[src/rtl/led_blink_if.sv]
// led_blink_if: start/code/repeat request and LED status bundle for led_blink_code
interface led_blink_if;
  logic       i_start;
  logic [3:0] i_code;
  logic       i_repeat;
  logic       o_led;
  logic       o_busy;
  logic       o_done;
  modport master (output i_start, i_code, i_repeat, input o_led, o_busy, o_done);
  modport slave (input i_start, i_code, i_repeat, output o_led, o_busy, o_done);
endinterface

[src/rtl/led_blink_code.sv]
// led_blink_code: drives an LED with N on/off blinks then a dark gap, optionally repeating
module led_blink_code #(
  parameter int c_on_limit    = 5000000,
  parameter int c_off_limit   = 5000000,
  parameter int c_gap_limit   = 25000000,
  parameter int c_count_width = 25
) (
  input  logic        clk,
  input  logic        rst_n,
  led_blink_if.slave  bus
);
  typedef enum logic [1:0] {S_IDLE, S_ON, S_OFF, S_GAP} state_t;
  state_t                   r_state, w_next;
  logic [c_count_width-1:0] r_cnt, w_last;
  logic [3:0]               r_rem, r_code;
  logic                     r_led, r_busy, r_done, w_led, w_busy, w_done, w_start, w_end;
  assign w_start = bus.i_start && bus.i_code != 4'd0;
  assign w_last  = r_state == S_ON  ? c_count_width'(c_on_limit - 1) :
                   r_state == S_OFF ? c_count_width'(c_off_limit - 1) :
                                      c_count_width'(c_gap_limit - 1);
  assign w_end   = r_state != S_IDLE && r_cnt == w_last;
  always_ff @(posedge clk or negedge rst_n) begin
    if (!rst_n) begin
      r_state <= S_IDLE;
      r_cnt   <= '0;
      r_rem   <= '0;
      r_code  <= '0;
      r_led   <= 1'b0;
      r_busy  <= 1'b0;
      r_done  <= 1'b0;
    end else begin
      r_state <= w_next;
      r_led   <= w_led;
      r_busy  <= w_busy;
      r_done  <= w_done;
      r_cnt   <= (r_state == S_IDLE || w_end) ? '0 : r_cnt + c_count_width'(1);
      r_code  <= (r_state == S_IDLE && w_start) ? bus.i_code : r_code;
      r_rem   <= (r_state == S_IDLE && w_start)             ? bus.i_code :
                 (r_state == S_ON && w_end)                 ? r_rem - 4'd1 :
                 (r_state == S_GAP && w_end && bus.i_repeat) ? r_code : r_rem;
    end
  end
  // r_rem == 1 at the end of ON means this was the last blink: skip OFF
  always_comb begin
    w_next = r_state;
    case (r_state)
      S_IDLE: w_next = w_start ? S_ON : S_IDLE;
      S_ON:   w_next = !w_end ? S_ON : (r_rem != 4'd1 ? S_OFF : S_GAP);
      S_OFF:  w_next = w_end ? S_ON : S_OFF;
      S_GAP:  w_next = !w_end ? S_GAP : (bus.i_repeat ? S_ON : S_IDLE);
    endcase
  end
  always_comb begin
    w_led  = w_next == S_ON;
    w_busy = w_next != S_IDLE;
    w_done = r_state == S_GAP && w_next == S_IDLE;
  end
  assign bus.o_led  = r_led;
  assign bus.o_busy = r_busy;
  assign bus.o_done = r_done;
endmodule

[src/flat_wrapper.sv]
// flat-port wrapper written by rule: the top's interface ports become plain ports
module led_blink_code_flat 
#(
  parameter int c_on_limit    = 5000000,
  parameter int c_off_limit   = 5000000,
  parameter int c_gap_limit   = 25000000,
  parameter int c_count_width = 25
)
  (clk, rst_n, bus_i_start, bus_i_code, bus_i_repeat, bus_o_led, bus_o_busy, bus_o_done);
  led_blink_if bus_i ();
  input  logic clk;
  input  logic rst_n;
  input wire logic [$bits(bus_i.i_start)-1:0] bus_i_start;
  input wire logic [$bits(bus_i.i_code)-1:0] bus_i_code;
  input wire logic [$bits(bus_i.i_repeat)-1:0] bus_i_repeat;
  output wire logic [$bits(bus_i.o_led)-1:0] bus_o_led;
  output wire logic [$bits(bus_i.o_busy)-1:0] bus_o_busy;
  output wire logic [$bits(bus_i.o_done)-1:0] bus_o_done;
  assign bus_i.i_start = bus_i_start;
  assign bus_i.i_code = bus_i_code;
  assign bus_i.i_repeat = bus_i_repeat;
  assign bus_o_led = bus_i.o_led;
  assign bus_o_busy = bus_i.o_busy;
  assign bus_o_done = bus_i.o_done;
  led_blink_code #(.c_on_limit(c_on_limit), .c_off_limit(c_off_limit), .c_gap_limit(c_gap_limit), .c_count_width(c_count_width)) u_core (.clk(clk), .rst_n(rst_n), .bus(bus_i));
endmodule
[config.mk]
export PLATFORM = sky130hd
export DESIGN_NAME = led_blink_code_flat
export DESIGN_NICKNAME = d
export VERILOG_FILES = /design/src/rtl/led_blink_if.sv /design/src/rtl/led_blink_code.sv /design/src/flat_wrapper.sv
export SDC_FILE = /design/constraint.sdc
export NUM_CORES = 1
export LEC_CHECK = 0
export ABC_AREA = 1
export ABC_CLOCK_PERIOD_IN_PS = 4600
export CORE_AREA = 2 2 74 76
export CTS_CLUSTER_DIAMETER = 40
export DETAILED_ROUTE_END_ITERATION = 6
export DIE_AREA = 0 0 76 78
export SLEW_MARGIN = 0
export SYNTH_ARGS = -nofsm -noshare
export SYNTH_HDL_FRONTEND = slang
export SYNTH_SLANG_ARGS = --single-unit
[constraint.sdc]
create_clock -name clk -period 4.6 [get_ports clk]
set_input_delay 0.92 -clock clk [delete_from_list [all_inputs] [get_ports clk]]
set_output_delay 0.92 -clock clk [all_outputs]
set_load 0.005 [all_outputs]
==> metrics.md <==
| Metric | Value |
|---|---|
| Outcome | `finished, final reports clean` |
| Final worst-path cycle share | `49.1%` |
| Clock buffer depth | `2` |
| Yosys reg bits | `38` |
| Reg clk slew, reported paths | `70 ps` |
| Post-route clock skew | `6.07 ps` |
| CTS H-Tree Depth | `2` |
| Layout cells sized above 1 | `11.6%` |
| Synth Warn # | `0` |
| Syn Area/Cell | `7.96 sq um` |
| Fmax | `443 MHz` |
| Slew Limit Headroom | `42.7%` |
| Post-Synthesis Cells | `281` |
| Global Route met3 Usage | `2.44%` |
| Post-Route Hold Slack | `465 ps` |
| Global-route wire length before repair | `8300 um` |
| Via density | `4.94` |
| Sequential fraction of the synthesis area | `42.5%` |
| Post-place setup slack | `2050 ps` |
| Post-CTS Resized | `0` |
| Mapped Nets | `296` |
| R2R setup slack | `2440 ps` |
| CORE AREA | `5040 sq um` |
| TritonCTS buffer count | `5` |
| Area share of the largest cell type after synthesis | `42.5%` |
| Biggest area consumer among synthesized cells | `dfrtp_1` |
| Setup violators final | `0` |
| Worst setup margin | `2340 ps` |
| Die height | `78 um` |
| Worst min path class | `flop to flop` |
| Worst VDD drop | `0.237 mV` |
| Post-CTS Setup Inserts | `0` |
| Ranking of synthesized cells by area | `dfrtp_1, nand2_1, inv_1, nor2_1, nand3_1` |
| Final WL | `4650 um` |
| Vias in the first global route | `1795` |
| TritonRoute pass-1 iters | `4` |
| Slew @ Worst Pin | `859 ps` |
| Met2 usage | `29.8%` |
| Max-slew violations | `0` |
| Area of the die | `5930 sq um` |
| Mapped Area | `2240 sq um` |
| Die W | `76 um` |
| Slowest stage delay, CP | `420 ps` |
| I/O Pins | `11` |
| Grt peak-use layer | `met2` |
| Worst path required time | `4770 ps` |
| Hold_buf cts | `0` |
| Via count | `1793` |
| GPL Wtd Cong | `0.830` |
| Final hold vios | `0` |
| Post-detail-place hpwl | `3470 um` |
| Clk_lat worst skew | `290 ps` |
| RSZ-0062 raised after global routing | `no` |
| Fin nets | `309` |
| WHS Path Cells | `1` |
| Pwr dens | `390 nW/um^2` |
| Core Util, Final | `48.9%` |
| Initial drt markers | `78` |
| Arrival time of the worst setup path | `2430 ps` |
| ANT nets after route | `0` |
| DRC errors left | `0` |
| Max-cap violations | `0` |
| WL/cell | `12.8 um` |
| Largest net degree at the start of global routing | `39` |
| # clock sinks | `38` |
| R2R cell count | `10` |
| Antenna cell count | `0` |
| CTS tree | `done` |
| Cell variety after synth | `33` |
| Total Power | `0.961 mW` |
| CTS root buffer | `clkbuf_8` |
| Total negative slack | `0 ps` |
| Setup CP Type | `input port to flop` |
| P&R area growth vs syn | `10.3%` |
| Max FO, Critical Path | `13` |
| Pleak | `1.11 nW` |
| Initial antenna violation count | `0` |
| Starting Density | `44.3%` |
| Tot GR Track Use | `17.6%` |
| GRT overflow | `0` |
| Input/output buffers | `10` |
| Met1 Use GR | `23.1%` |
| # fillers | `520` |
| CP most frequent cell | `nand2_1` |
| CP cell instances | `clkdlybuf4s50_1, nor4_1, nor2_1, inv_1, nand2_1, nand2_1, nand2_1` |
| CP Launch Type | `input port` |
| Critical Path End Type | `flop` |
| Worst path slowest cell | `clkdlybuf4s50_1` |
| Crit path time final | `2260 ps` |
| Floorplan row count | `26` |
## power breakdown
| group | switching (mW) | internal (mW) |
|---|---|---|
| combinational | 0.204 | 0.111 |
| sequential | 0.0296 | 0.388 |
| clock | 0.111 | 0.116 |
## worst max-delay path: cells and delay by family
kind                   cells  cell delay, ps
buffers and inverters      2             730
AND/OR/NAND/NOR            5             780
## Yosys cell counts, drive strengths merged
cell type and instances:
nor3b 3, or2 1, dfrtp 38, nand2 66, o21ai 13, nor4 5, nor2 39, xor2 7
nor3 13, nand3 20, and2 1, clkinv 2, buf 4, xnor2 2, a21oi 13, nand4 9
ha 7, inv 36, nand3b 2
## path summary, 6_finish.rpt
kind | startpoint | endpoint
worst max register to register | u_core.r_state[0] | u_core.r_cnt[13]
min in group asynchronous | rst_n | u_core.r_cnt[7]
worst min register to register | u_core.r_cnt[0] | u_core.r_cnt[0]
worst max-delay path | bus_i_code[1] | u_core.r_rem[3]
worst min-delay path | u_core.r_cnt[0] | u_core.r_cnt[0]
max in group asynchronous | rst_n | u_core.r_rem[2]
## cells by family (layout without fill, tap and decap cells)
family                   Yosys count  after routing  share of synthesized area [%]
XOR/XNOR                           9              9                           3.53
adder cells (fa/ha/maj)            7              7                           3.92
flip-flops                        38             38                           42.5
AND/OR/NAND/NOR                  159            159                           36.2
buffers and inverters             42             54                           8.00
AO/OA/AOI/OAI                     26             26                           5.82
## flip-flops by register name (all words and copies together) (netlist names)
| signal | flops |
|---|---|
| u_core.r_code | 4 |
| u_core.bus.o_busy | 1 |
| u_core.r_cnt | 25 |
| u_core.r_state | 2 |
| u_core.bus.o_led | 1 |
| u_core.r_rem | 4 |
| u_core.bus.o_done | 1 |
## cell usage in the layout, fill, tap and decap left out
cell type	instances
nand2_1	61
dfrtp_1	38
inv_1	33
nor2_1	32
nand3_1	18
a21oi_1	13
o21ai_0	13
nor3_1	10
nand4_1	9
clkdlybuf4s50_1	9
xor2_1	7
ha_1	7
clkbuf_8	6
nor2_2	5
nor4_1	4
nand2_2	3
inv_2	3
nor3_2	3
nor2_4	2
xnor2_1	2
nor3b_1	2
nand2_4	2
clkinv_2	1
and2_4	1
nor4_2	1
nand3b_4	1
nor3b_2	1
or2_2	1
clkinv_1	1
nand3_4	1
nand3_2	1
nand3b_2	1
buf_2	1
## routing by layer
metal  part of all wire [%]  up-vias
met3                    1.8        4
met4                    1.1        0
met1                     48      843
met5                      0        -
li1                       -      930
met2                     49       16
## cell type report
class	count	area [sq um]	share of cell area, %
well taps	70	87.6	3.55
flip-flops and latches	38	951	38.6
clock buffers	6	82.6	3.35
repair buffers	10	95.1	3.86
multi-input cells	201	1110	44.9
inverters	38	144	5.83
## through the flow
step	instance area (sq um)	std cells
finish	2470	363
global placement	2380	357
CTS	2470	363
floorplan	2240	281
global route	2470	363
detailed placement	2380	357
No activity file was read; power rests on OpenSTA's default activity.
